===== src/rtl/obstacle_scheduler.sv =====
// Purpose: game-logic controller for On-The-Run; owns NUM_SLOTS falling obstacles (spawn, advance, score, collide).
// Latency: frame_tick to updated slot outputs is NUM_SLOTS+2 cycles; outputs hold steady while waiting for the next frame.
// Backpressure: none; frame_tick is dropped unless waiting, start is honoured only when idle or game over.
// Ports: clk/rst_n (async active-low), start, frame_tick, player_lane in; obj_active/obj_lane/obj_y per slot,
//        pattern (last spawn sprite), hit (one-cycle collision pulse), game_over (level), score (saturating) out.
// Build option: define INVINCIBLE_EN to keep playing after a collision (hit still pulses, game_over never rises).
module obstacle_scheduler #(
    parameter int NUM_SLOTS  = 4,
    parameter int Y_MAX      = 479,
    parameter int PLAYER_Y   = 400,
    parameter int PLAYER_H   = 48,
    parameter int OBJ_H      = 40,
    parameter int SPEED_INIT = 2,
    parameter int SPEED_MAX  = 8,
    parameter int GAP_INIT   = 32,
    parameter int GAP_MIN    = 8
) (
    input  logic                   clk,
    input  logic                   rst_n,
    input  logic                   start,
    input  logic                   frame_tick,
    input  logic [1:0]             player_lane,
    output logic [NUM_SLOTS-1:0]   obj_active,
    output logic [2*NUM_SLOTS-1:0] obj_lane,
    output logic [10*NUM_SLOTS-1:0] obj_y,
    output logic [1:0]             pattern,
    output logic                   hit,
    output logic                   game_over,
    output logic [15:0]            score
);

    localparam int IW = (NUM_SLOTS > 1) ? $clog2(NUM_SLOTS) : 1;

    typedef enum logic [2:0] {S_IDLE, S_WAIT, S_UPDATE, S_SPAWN, S_CHECK, S_OVER} state_t;

    state_t                     state_q, state_d;
    logic [IW-1:0]              idx_q, idx_d;
    logic [NUM_SLOTS-1:0]       act_q, act_d;
    logic [NUM_SLOTS-1:0][1:0]  lane_q, lane_d;
    logic [NUM_SLOTS-1:0][9:0]  y_q, y_d;
    logic [1:0]                 pat_q, pat_d;
    logic [15:0]                score_q, score_d;
    logic [7:0]                 speed_q, speed_d;
    logic [7:0]                 gap_q, gap_d;
    logic [7:0]                 cnt_q, cnt_d;
    logic                       bump_q, bump_d;   // a multiple of 16 was crossed this frame
    logic [15:0]                lfsr_q, lfsr_d;

    logic [10:0]                y_next;
    logic                       spawned;
    logic                       coll;

    assign obj_active = act_q;
    assign obj_lane   = lane_q;
    assign obj_y      = y_q;
    assign pattern    = pat_q;
    assign score      = score_q;
    assign game_over  = (state_q == S_OVER);

    always_comb begin
        state_d = state_q;
        idx_d   = idx_q;
        act_d   = act_q;
        lane_d  = lane_q;
        y_d     = y_q;
        pat_d   = pat_q;
        score_d = score_q;
        speed_d = speed_q;
        gap_d   = gap_q;
        cnt_d   = cnt_q;
        bump_d  = bump_q;
        hit     = 1'b0;
        y_next  = 11'd0;
        spawned = 1'b0;
        coll    = 1'b0;
        // x^16+x^14+x^13+x^11+1, right-shifting form; free-runs in every state
        lfsr_d  = {lfsr_q[0] ^ lfsr_q[2] ^ lfsr_q[3] ^ lfsr_q[5], lfsr_q[15:1]};

        case (state_q)
            S_IDLE, S_OVER: begin
                // start has priority; a coincident frame_tick is simply not looked at here
                if (start) begin
                    act_d   = '0;
                    lane_d  = '0;
                    y_d     = '0;
                    score_d = '0;
                    speed_d = 8'(SPEED_INIT);
                    gap_d   = 8'(GAP_INIT);
                    cnt_d   = 8'(GAP_INIT);
                    bump_d  = 1'b0;
                    state_d = S_WAIT;
                end
            end
            S_WAIT: begin
                if (frame_tick) begin
                    idx_d   = '0;
                    state_d = S_UPDATE;
                end
            end
            S_UPDATE: begin
                // 11-bit sum so a slot near the bottom cannot wrap back to the top
                y_next = {1'b0, y_q[idx_q]} + 11'(speed_q);
                if (act_q[idx_q]) begin
                    if (y_next > 11'(Y_MAX)) begin
                        act_d[idx_q] = 1'b0;
                        if (score_q != 16'hFFFF) begin
                            score_d = score_q + 16'd1;
                            if (score_d[3:0] == 4'd0) bump_d = 1'b1;
                        end
                    end else begin
                        y_d[idx_q] = y_next[9:0];
                    end
                end
                if (idx_q == IW'(NUM_SLOTS - 1)) state_d = S_SPAWN;
                else                             idx_d   = idx_q + 1'b1;
            end
            S_SPAWN: begin
                cnt_d = cnt_q - 8'd1;
                if (cnt_d == 8'd0) begin
                    cnt_d = gap_q;
                    for (int i = 0; i < NUM_SLOTS; i++) begin
                        if (!spawned && !act_q[i]) begin
                            spawned   = 1'b1;
                            act_d[i]  = 1'b1;
                            y_d[i]    = 10'd0;
                            lane_d[i] = lfsr_q[1:0];
                            pat_d     = lfsr_q[3:2];
                        end
                    end
                end
                state_d = S_CHECK;
            end
            S_CHECK: begin
                for (int i = 0; i < NUM_SLOTS; i++) begin
                    if (act_q[i] && (lane_q[i] == player_lane) &&
                        ({1'b0, y_q[i]} + 11'(OBJ_H) > 11'(PLAYER_Y)) &&
                        ({1'b0, y_q[i]} < 11'(PLAYER_Y + PLAYER_H)))
                        coll = 1'b1;
                end
                hit = coll;
                // difficulty step lands here so the whole frame ran at one speed/gap
                if (bump_q) begin
                    speed_d = (speed_q >= 8'(SPEED_MAX)) ? 8'(SPEED_MAX) : speed_q + 8'd1;
                    gap_d   = (gap_q >= 8'(GAP_MIN + 2)) ? gap_q - 8'd2 : 8'(GAP_MIN);
                    bump_d  = 1'b0;
                end
`ifdef INVINCIBLE_EN
                state_d = S_WAIT;
`else
                state_d = coll ? S_OVER : S_WAIT;
`endif
            end
            default: state_d = S_IDLE;
        endcase
    end

    always_ff @(posedge clk or negedge rst_n) begin
        if (!rst_n) begin
            state_q <= S_IDLE;
            idx_q   <= '0;
            act_q   <= '0;
            lane_q  <= '0;
            y_q     <= '0;
            pat_q   <= '0;
            score_q <= '0;
            speed_q <= 8'(SPEED_INIT);
            gap_q   <= 8'(GAP_INIT);
            cnt_q   <= 8'(GAP_INIT);
            bump_q  <= 1'b0;
            lfsr_q  <= 16'hACE1;
        end else begin
            state_q <= state_d;
            idx_q   <= idx_d;
            act_q   <= act_d;
            lane_q  <= lane_d;
            y_q     <= y_d;
            pat_q   <= pat_d;
            score_q <= score_d;
            speed_q <= speed_d;
            gap_q   <= gap_d;
            cnt_q   <= cnt_d;
            bump_q  <= bump_d;
            lfsr_q  <= lfsr_d;
        end
    end

endmodule

===== config.mk =====
export PLATFORM = sky130hd
export DESIGN_NAME = obstacle_scheduler
export DESIGN_NICKNAME = d
export VERILOG_FILES = /design/src/rtl/obstacle_scheduler.sv
export SDC_FILE = /design/constraint.sdc
export NUM_CORES = 1
export LEC_CHECK = 0
export ABC_CLOCK_PERIOD_IN_PS = 4300
export BUFFER_PORTS_ARGS = -buffer_cell sky130_fd_sc_hd__buf_2
export CAP_MARGIN = 5
export CORE_AREA = 10 10 182 167
export DETAILED_ROUTE_END_ITERATION = 8
export DIE_AREA = 0 0 192 177
export PLACE_DENSITY = 0.4
export SYNTH_ARGS = -nofsm -noshare
export SYNTH_HDL_FRONTEND = slang
export SYNTH_SLANG_ARGS = --single-unit

===== constraint.sdc =====
create_clock -name clk -period 4.3 [get_ports clk]
set_clock_uncertainty 0.05 [all_clocks]
set_input_delay 0.43 -clock clk [delete_from_list [all_inputs] [get_ports clk]]
set_output_delay 0.43 -clock clk [all_outputs]
set_load 0.005 [all_outputs]

After elaboration in Yosys (flattened, before gate mapping)
Cells that the tools add are included. Widths: inputs -> output; s select.

Reduce and logical (&&, ||, !) cells: 51. Muxes and demuxes: 81. Equal/unequal tests: 27. $lt $le $gt $ge: 13. Add/subtract/negate cells: 10. Bitwise gates (word level): 5.

Operators with widths (count): $mux 40 (4); $pmux 40 s3 (1); $mux 8 (9); $mux 16 (4); $pmux 8 s2 (4); $mux 10 (6); $gt 11x9->1 const B (5); $reduce_and 6->1 (8); $add 10x6->11 const B (4); $bwmux 40 (1); $lt 10x9->1 const B (4); $pmux 16 s2 (1); $ne 2x2->1 const B (15); $mux 1 (25); $bmux 10 s2 (1); $demux 10 s2 (1); $mux 2 (10); $add 16x1->16 const B (1); $ge 8x4->1 const B (2); $logic_and 1x1->1 (16); $mux 4 (4); $ne 16x16->1 const B (1); $reduce_and 4->1 (4); $pmux 3 s5 (1); other kinds (32) (55).

Output and inout port bits: 72. Logic and storage cells: 208. Flip-flop bits (word level): 116. Bits of input ports: 6.

Logic depth before layout (Yosys ltp)
Gate-level depths: netlist of the first run.

Word-level depth: 19. Depth in mapped cells: 12. Mapped depth without buffers: 10.

Worst setup path before layout of the first run
Ideal clock, no wire load.

Path type: register to register. Start point: reg idx_q[0]. End point: reg score_q[6], in the netlist score[6]. Library setup time: 0.078 ns. Cell stages (with the launch flop): 12. Data arrival time: 3.700 ns. Period minus slack after synthesis: 3.828 ns. Slack: 0.472 ns. Cell sequence: dfrtp_1 -> buf_1 -> mux4_2 -> ha_1 -> or4b_1 -> a211o_1 -> o211ai_1 -> and4_1 -> a2bb2oi_1 -> buf_2 -> or4_1 -> a21oi_1.

Cells in the longest elaborated chain, start to end: 6. Elaborated cells on any way between the ends: 9. Classes of those cells: 1 x add/sub; 1 x order compare; 2 x eq/ne; 4 x mux; 1 x reduce/logical.

Ends and longest elaborated chain: from (decl) (RTL line 37) `logic [IW-1:0] idx_q, idx_d;`; from (signal assigned) (RTL line 173) `idx_q <= idx_d;`; $bmux 10 s2 (RTL line 102) `y_next = {1'b0, y_q[idx_q]} + 11'(speed_q);`; $mux 10 (implied by the code) (RTL line 102); $add 10x8->11 (RTL line 102); $gt 11x9->1 (RTL line 104) `if (y_next > 11'(Y_MAX)) begin`; $ne 2x2->1 (no source line); $reduce_and 5->1 (no source line) *; to (signal assigned) (RTL line 178) `score_q <= score_d;`; to (decl) (RTL line 42) `logic [15:0] score_q, score_d;`.

Mark *: on every way between the ends. The rest lies on a longest branch, timed or not. The select of a mux whose other input is x is not followed. A chain may end at the register's enable or synchronous reset.

Worst setup path in the final report of the first run
Start point: reg idx_q[0]. End point: reg y_q (netlist bit obj_y[5]).

Cells in the longest elaborated chain, start to end: 8. Elaborated cells on any way between the ends: 18. Classes of those cells: 1 x add/sub; 3 x order compare; 2 x eq/ne; 10 x mux; 2 x reduce/logical.

Ends and longest elaborated chain: parallel branches: the longest is 8 deep, another holds $add 10x8->11; to (signal assigned) (RTL line 176) `y_q <= y_d;`; to (decl) (RTL line 40) `logic [NUM_SLOTS-1:0][9:0] y_q, y_d;`.

Parallel ways; which one is timed is not known. The select of a mux whose other input is x is not followed.

==> results of run 1 <==
-- per-layer routing --
metal / GRT usage / vias to the layer above / wire length (um) / part of all wire
li1: - / 2628 / - / -
met1: 0.181 / 2845 / 10800 / 0.48
met2: 0.210 / 139 / 10400 / 0.46
met3: 0.0284 / 32 / 987 / 0.044
met4: 0.0429 / 0 / 394 / 0.017
met5: 0 / - / 0 / 0
-- registers in the layout (all words and copies together), names as in the netlist, 3 cells and up --
name and cells:
obj_y 40, lfsr_q 16, score 16, cnt_q 8, obj_lane 8, speed_q 8
gap_q 7, obj_active 4, state_q 3
-- power groups by stage --
stage                     registers, mW  logic, mW  clock network (mW)
final                              1.34      0.995                1.46
after global routing               1.36       1.11                1.54
after CTS                          1.34      0.998                1.50
after detailed placement           1.36      0.993                   0
after global placement             1.35      0.977                   0
after floorplan                    1.27      0.784                   0
-- worst paths after layout --
check,endpoint,from,slack [ns],depth (start not counted)
worst min-delay path,speed_q[3],rst_n,0.11,1
worst max register to register,obj_y[5],idx_q[0],0.35,9
max in group asynchronous,lfsr_q[0],rst_n,3.13,2
worst max-delay path,obj_y[5],idx_q[0],0.35,9
worst min register to register,lfsr_q[13],lfsr_q[14],0.29,0
min in group clk,lfsr_q[13],lfsr_q[14],0.29,0
-- final cells by class --
| cell class | instances | area [um2] |
|---|---|---|
| Clock buffer | 19 | 443 |
| Fill cell | 2733 | 18600 |
| Multi-Input combinational cell | 471 | 3390 |
| Timing Repair Buffer | 95 | 523 |
| Inverter | 33 | 124 |
| Sequential cell | 115 | 2890 |
| Clock inverter | 13 | 161 |
| Tap cell | 354 | 443 |
-- critical path, stage by stage (launching register included) --
cell,delay [ns]
dfrtp_1,0.68
mux4_2,0.60
ha_1,0.42
or4b_1,0.45
a211o_1,0.23
o211ai_1,0.21
nand4_1,0.26
o211ai_1,0.26
a221o_1,0.49
a22o_1,0.23
-- cells in the final DEF (no fill, tap or decap), drive strengths merged, types with 5 or more instances in the layout --
cell type / synthesis / layout
xnor2: 12 / 12
xor2: 7 / 7
o21a: 5 / 5
and2: 10 / 10
o211ai: 6 / 6
buf: 16 / 95
clkbuf: 8 / 19
a21oi: 42 / 42
dfstp: 11 / 11
a22o: 30 / 30
and3: 11 / 11
a31oi: 9 / 9
inv: 33 / 33
o31ai: 9 / 9
nor3: 12 / 12
a211oi: 8 / 8
dfrtp: 104 / 104
o21ai: 38 / 38
mux2i: 5 / 5
clkinv: 0 / 6
nand4: 10 / 10
nand2b: 9 / 9
nand3: 16 / 16
a41oi: 7 / 7
nand2: 45 / 45
or4: 8 / 8
or3: 7 / 7
ha: 22 / 22
mux4: 11 / 11
a32o: 15 / 15
a21o: 10 / 10
nor2: 44 / 44
-- cell families (layout without fill, tap and decap cells) --
logic type                 count (synthesis)  in the layout  share of synthesized area
AOI/OAI and AO/OA                        212            212                      0.233
DFF                                      115            115                      0.443
muxes                                     19             19                     0.0513
buffers and inverters                     57            160                     0.0389
and+or+nand+nor                          198            198                      0.163
xor gates and xnor gates                  19             19                     0.0255
adders and majority gates                 23             23                     0.0452
-- per-stage QoR --
| stage | hold slack [ns] | cell area (um2) | power (mW) | std cells |
|---|---|---|---|---|
| after detailed placement | 0.287 | 7370 | 2.35 | 1068 |
| after global routing | 0.189 | 7980 | 4.01 | 1100 |
| after CTS | 0.142 | 7980 | 3.83 | 1100 |
| final | 0.112 | 7980 | 3.80 | 1100 |
| after global placement | 0.285 | 7370 | 2.33 | 1068 |
| after floorplan | 0.0844 | 6530 | 2.05 | 643 |
==> flow_summary.yaml, run 1 <==
run_status:
  outcome: "complete, no violations"
sta:
  setup_ws_ns: 0.345
  rsz0062_at_grt: "no"
  final_hold_viol_count: 0
  tightest_slew_ns: 0.927
  post-route-period-util: 0.920
  tns_ns: 0
  layout_min_cycle_time_ns: 3.95
  drv_slew: 0
  max_freq_mhz: 253
  setup_viol: 0
  max-slew-margin-rel: 0.382
yosys:
  ys_types: 75
  synth_edf_count: 0
  synth_nets: 672
  synth_ff_type: "dfrtp_1"
  yosys_register_bits: 115
  synth_common_cells: "dfrtp_1 (104), nor2_1 (44), nand2_1 (43)"
  synth_area_leader_cell: "dfrtp_1"
  synth.area.top_cells: "dfrtp_1 (40%), dfstp_2 (4.4%), ha_1 (4.2%), a22o_1 (4.0%), mux4_2 (3.4%)"
  yosysMostFrequentCell: "dfrtp_1"
  synth_top_area_frac: 0.398
  synth-seq-area-share: 0.443
  ys_warn_count: 0
  synth_async_sr_flop_share: 1.00
  syn-instance-count: 643
  syn_area_per_cell_um2: 10.2
  syn_area_um2: 6530
floorplan:
  row_count: 57
  die-area_um2: 34000
  start_util: 0.246
  io_pins: 78
  coreArea_um2: 26600
  die_w_um: 192
  die_y_um: 177
pwr:
  swShare: 0.356
  p_clk_frac: 0.385
  power.leakage_nw: 3.61
  combPwrFrac: 0.262
  irDropWorstVdd_v: 0.000260
  p_int_mw: 2.44
  power_density_nw_per_um2: 476
  power_frac_seq: 0.353
  p_switching_mw: 1.35
placement:
  dpl.hpwl_um: 17000
  place_ws_ns: 0.363
  port_buffers: 77
  place.gp.congestion: 0.870
final_layout:
  nNetsFinal: 762
  drive_above_1_share: 0.228
  syn_to_final_growth_pct: 22.1
  antennaDiodeCount: 0
  utilization: 0.300
critical_path:
  cp_max_fo: 10
  endpoint_kind: "register"
  required_ns: 4.60
  crit_path_start_kind: "register"
  cp.arrival_ns: 4.26
  worstSetupPathType: "reg -> reg"
clocking:
  post-cts-setup-buffer-count: 0
  cts_made_buffers: 17
  clk_pin_slew_ns: 0.06
  cts.sinks: 115
  htreeDepth: 4
  cts-resized-gates: 0
  cts_buffer_depth: 2
  clk_latency_ns: 0.42
  ctsHoldBuffers: 0
  cts_tree: "yes"
  root_buffer: "clkbuf_16"
global_routing:
  grt_max_degree: 71
  grt_antenna_before_repair: 0
  grt_pass1_vias: 5618
  grt_usage: 0.134
  overflow: 0
  grt_pass1_wl_um: 35000
routing:
  dr.first_iter.drc_count: 378
  vias_per_cell: 5.13
  ant_nets: 0
  drt-pass1-iter-count: 7
  totalWireLength_um: 22600
  drc_errors: 0
  vias: 5644
  wl_per_cell_um: 20.5
min_path:
  hp-class: "in -> async"
run:
  timing.max_cap.violations: 0
Power figures use the tool's default switching activity.
==> run 2: changes to the inputs <==
ABC_AREA = 1   (was default)
CORE_AREA = 10 10 131 121   (was 10 10 182 167)
DIE_AREA = 0 0 141 131   (was 0 0 192 177)
PLACE_DENSITY = 0.75   (was 0.4)
==> flow_summary.yaml, run 2 <==
clocking:
  root_buffer: "clkbuf_16"
  clk_pin_slew_ns: 0.05
  cts-resized-gates: 0
  cts_made_buffers: 17
  cts_tree: "yes"
  post-cts-setup-buffer-count: 0
  htreeDepth: 4
  ctsHoldBuffers: 0
  cts_buffer_depth: 2
  cts.sinks: 115
  clk_latency_ns: 0.42
global_routing:
  grt_usage: 0.217
  grt_pass1_vias: 6247
  overflow: 0
  grt_antenna_before_repair: 0
  grt_pass1_wl_um: 32100
  grt_max_degree: 58
sta:
  rsz0062_at_grt: "no"
  final_hold_viol_count: 0
  max_freq_mhz: 286
  tns_ns: 0
  setup_viol: 0
  layout_min_cycle_time_ns: 3.49
  max-slew-margin-rel: 0.516
  tightest_slew_ns: 0.727
  post-route-period-util: 0.812
  drv_slew: 0
final_layout:
  fill_cells: 1191
  finalNonFillerCells: 1231
  mostFrequentLayoutCells: "nand2_1 (284), nor2_1 (111), dfrtp_1 (104)"
  final_common_cell: "nand2_1"
  nNetsFinal: 1079
  largest_reg_flops: 40
  syn_to_final_growth_pct: 15.6
  drive_above_1_share: 0.161
  antennaDiodeCount: 0
placement:
  dp_cells: 1199
  port_buffers: 77
  dpl.hpwl_um: 14500
  place.gp.congestion: 0.966
yosys:
  synth_async_sr_flop_share: 1.00
  synth_area_leader_cell: "dfrtp_1"
  synth_top_area_frac: 0.367
  synth.area.top_cells: "dfrtp_1 (37%), nand2_1 (15%), nor2_1 (5.9%), nand3_1 (5.6%), inv_1 (5.1%)"
  syn_area_per_cell_um2: 7.28
  synth_edf_count: 0
  synth-seq-area-share: 0.408
  ys_warn_count: 0
  syn_area_um2: 7100
  synth_nets: 1003
  yosys_register_bits: 115
  syn-instance-count: 974
  ys_types: 47
  yosysMostFrequentCell: "nand2_1"
  synth_ff_type: "dfrtp_1"
  synth_common_cells: "nand2_1 (284), nor2_1 (111), dfrtp_1 (104)"
routing:
  drt-pass1-iter-count: 6
  vias: 6717
  drc_errors: 0
  ant_nets: 0
  vias_per_cell: 5.46
  wl_per_cell_um: 16.0
  dr.first_iter.drc_count: 601
  totalWireLength_um: 19600
run_status:
  outcome: "complete, no violations"
floorplan:
  die-area_um2: 18500
  start_util: 0.541
  io_pins: 78
  row_count: 40
  coreArea_um2: 13100
  die_w_um: 141
  die_y_um: 131
critical_path:
  cp_max_fo: 24
  crit_chain: "inv_2 -> o21ai_0 -> o22ai_1 -> ha_1 -> fa_1 -> nand2_1 -> nand2_1 -> nand3_1 -> nand3_1 -> nand2_1 -> nor2_1 -> nand3_1 -> nand3_2 -> nand2_4 -> nand2_1 -> nand2_1"
  cp_common_cell: "nand2_1"
  worstSetupPathType: "reg -> reg"
  required_ns: 4.60
  r2r_end: "score[7]"
  crit_path_start_kind: "register"
  crit_end: "score[7]"
  endpoint_kind: "register"
  crit_path_max_incr_delay_ns: 0.54
  rrSetupSlack_ns: 0.81
  reg2regPathDepth: 16
  cp.arrival_ns: 3.80
  critPathLaunch: "idx_q[1]"
  r2r_start: "idx_q[1]"
  critPathSlowestCell: "dfrtp_1"
pwr:
  power_density_nw_per_um2: 596
  power.leakage_nw: 4.27
  irDropWorstVdd_v: 0.000329
run:
  timing.max_cap.violations: 0
min_path:
  hp-class: "in -> async"
run 2: cell count changes after synthesis, sizes merged, moves of 27 or more:
cell	delta
a22o	-30
inv	+74
nand2	+248
nand3	+68
nor2	+75
o21ai	+27
run 2: worst min-delay path by stage:
stage	startpoint	end	slack [ns]	cells past startpoint
after floorplan	rst_n	bump_q	0.08	0
after global placement	lfsr_q[9]	lfsr_q[8]	0.28	0
after detailed placement	lfsr_q[12]	lfsr_q[11]	0.29	0
after CTS	rst_n	obj_y[30]	0.04	1
after global routing	rst_n	obj_y[30]	0.07	1
final	rst_n	obj_y[30]	0.01	1
run 2: cells by family (layout without fill, tap and decap cells):
family,count (synthesis),count (layout),synth area share
adder cells (fa/ha/maj),23,23,0.0416
AO/OA/AOI/OAI,129,129,0.106
XOR/XNOR,14,14,0.0173
buffers and inverters,133,222,0.0769
flip-flops,115,115,0.408
AND/OR/NAND/NOR,560,560,0.351
run 2: layout make-up:
cell class | instances | area [um2] | share of cell area
clock buffers | 22 | 484 | 0.0590
repair buffers | 82 | 425 | 0.0519
flip-flops and latches | 115 | 2890 | 0.352
multi-input cells | 726 | 3660 | 0.446
clock inverters | 10 | 129 | 0.0157
inverters | 108 | 405 | 0.0494
well taps | 168 | 210 | 0.0256
run 2: worst max-delay path: cells and delay by family (launching register included):
| kind | cells | cell delay, ns |
|---|---|---|
| flip-flops | 1 | 0.54 |
| buffers and inverters | 1 | 0.20 |
| adder cells (fa/ha/maj) | 2 | 0.66 |
| AO/OA/AOI/OAI | 2 | 0.23 |
| AND/OR/NAND/NOR | 11 | 1.74 |
run 2: per-stage QoR:
step	util	instance area (um2)	worst slack, ns	power [mW]	hold WS (ns)
4_1_cts	0.626	8200	0.829	4.88	0.0368
3_3_place_gp	0.579	7590	0.898	3.38	0.282
3_5_place_dp	0.579	7590	0.854	3.41	0.293
6_report	0.626	8200	0.807	4.89	0.0149
5_1_grt	0.626	8200	0.412	5.23	0.0691
2_1_floorplan	-	7100	1.43	2.93	0.0844
run 2: routing by layer:
layer,global-route usage,vias up,wire (um)
met4,0.0850,0,453
met3,0.0635,38,1640
met1,0.297,3093,9110
met5,0,-,0
li1,-,3353,-
met2,0.315,233,8450
run 2: report_power, final:
group | total [mW] | switching (mW) | internal (mW)
combinational | 2.05 | 1.48 | 0.570
clock | 1.46 | 0.497 | 0.966
sequential | 1.38 | 0.165 | 1.22
total | 4.89 | 2.14 | 2.75
==> run 3: changes to the inputs <==
ABC_CLOCK_PERIOD_IN_PS = 3350   (was 4300)
clock period = 3.35 ns   (was 4.3 ns; I/O delays follow)
==> flow_summary.yaml, run 3 (synthesized netlist as in run 2, its figures left out) <==
run_status:
  outcome: "complete, no violations"
final_layout:
  largest_reg_flops: 40
  multi_input_area_um2: 3690
  drive_above_1_share: 0.166
  nNetsFinal: 1088
  fill_cells: 1194
  finalInstanceArea_um2: 8290
  syn_to_final_growth_pct: 16.8
  antennaDiodeCount: 0
  final_common_cell: "nand2_1"
  mostFrequentLayoutCells: "nand2_1 (283), nor2_1 (111), dfrtp_1 (103)"
  seq_area_um2: 2890
placement:
  dpl.hpwl_um: 14500
  placed_area_um2: 7660
  place.gp.congestion: 0.940
  port_buffers: 77
  place_ws_ns: 0.115
routing:
  vias: 6813
  vias_per_cell: 5.49
  ant_nets: 0
  drt-pass1-iter-count: 5
  drc_errors: 0
  wl_per_cell_um: 15.9
  totalWireLength_um: 19700
  dr.first_iter.drc_count: 565
floorplan:
  die_w_um: 141
  die_y_um: 131
  coreArea_um2: 13100
  die-area_um2: 18500
  io_pins: 78
  row_count: 40
  start_util: 0.541
pwr:
  irDropWorstVdd_v: 0.000439
  power_density_nw_per_um2: 763
  power.leakage_nw: 4.28
clocking:
  clk_pin_slew_ns: 0.05
  root_buffer: "clkbuf_16"
  cts_buffer_depth: 2
  cts_tree: "yes"
  cts_made_buffers: 17
  htreeDepth: 4
  clk_latency_ns: 0.42
  post-cts-setup-buffer-count: 0
  cts.sinks: 115
global_routing:
  grt_pass1_wl_um: 32000
  grt_pass1_vias: 6295
  grt_max_degree: 63
  overflow: 0
  grt_usage: 0.215
  grt_antenna_before_repair: 0
sta:
  final_hold_viol_count: 0
  setup_ws_ns: 0.226
  max_freq_mhz: 320
  post-route-period-util: 0.933
  layout_min_cycle_time_ns: 3.12
  tns_ns: 0
  setup_viol: 0
  tightest_slew_ns: 0.780
  max-slew-margin-rel: 0.480
  rsz0062_at_grt: "no"
  drv_slew: 0
critical_path:
  crit_chain: "inv_4 -> o21ai_0 -> a21oi_1 -> a21oi_2 -> ha_1 -> nand2_1 -> inv_1 -> a21oi_1 -> nand2_1 -> nand2_1 -> nand2_2 -> inv_2 -> nand3_1 -> nand2_2 -> nand2_8 -> buf_4 -> nand4_1 -> nand2_1"
  cp.arrival_ns: 3.38
  critPathSlowestCell: "dfrtp_2"
  cp_common_cell: "nand2_1"
  endpoint_kind: "register"
  crit_path_start_kind: "register"
  worstSetupPathType: "reg -> reg"
  required_ns: 3.61
  crit_path_max_incr_delay_ns: 0.45
  cp_max_fo: 27
min_path:
  hp-class: "in -> reg"
run:
  timing.max_cap.violations: 0
run 3: through the flow:
| step | std cells | hold WS (ns) | utilization | power [mW] |
|---|---|---|---|---|
| after floorplan | 974 | -0.0106 | - | 3.76 |
| after global placement | 1207 | 0.284 | 0.584 | 4.43 |
| after detailed placement | 1207 | 0.285 | 0.584 | 4.47 |
| after CTS | 1240 | 0.241 | 0.629 | 6.27 |
| after global routing | 1240 | 0.277 | 0.632 | 6.75 |
| final | 1240 | 0.259 | 0.632 | 6.32 |
run 3: critical path, delay by kind of cell, from the launching register on:
kind                       cells  cell delay (ns)
AOI/OAI and AO/OA              4             0.61
adders and majority gates      1             0.35
buffers and inverters          4             0.56
DFF                            1             0.45
and+or+nand+nor                9             0.97
run 3: path summary, 6_finish.rpt:
kind	depth (start not counted)	end	start	slack (ns)
max	18	obj_y[6]	idx_q[0]	0.23
max reg2reg	18	obj_y[6]	idx_q[0]	0.23
min reg2reg	0	lfsr_q[8]	lfsr_q[9]	0.29
max in group asynchronous	3	lfsr_q[0]	rst_n	1.96
min	5	state_q[1]	frame_tick	0.26
min in group asynchronous	2	speed_q[3]	rst_n	0.49
run 3: layout make-up:
class | count | area share
clock buffer | 26 | 0.0602
clock inverter | 6 | 0.00966
inverter | 108 | 0.0492
multi-input combinational | 726 | 0.445
sequential | 115 | 0.349
tap | 168 | 0.0254
timing repair buffer | 91 | 0.0613
run 3: where the power goes:
group / switching (mW) / total [mW] / internal (mW) / leakage (nW)
Sequential: 0.208 / 1.77 / 1.56 / 1.55
Clock: 0.609 / 1.77 / 1.17 / 0.288
Combinational: 1.97 / 2.78 / 0.809 / 2.44
Total: 2.78 / 6.32 / 3.54 / 4.28
run 3: timing repair:
| item | in CTS | in global routing |
|---|---|---|
| endpoints found under the setup margin | 0 | 54 |
| endpoints found under the hold margin | 50 | 0 |
| gates resized for setup | 0 | 9 |
| hold buffers | 1 | 0 |
run 3: layer usage:
metal  vias up  global-route usage  wire length (um)
met3        38              0.0660              1710
li1       3377                   -                 -
met2       234               0.318              8610
met4         0              0.0789               413
met1      3164               0.292              8970
met5         -                   0                 0
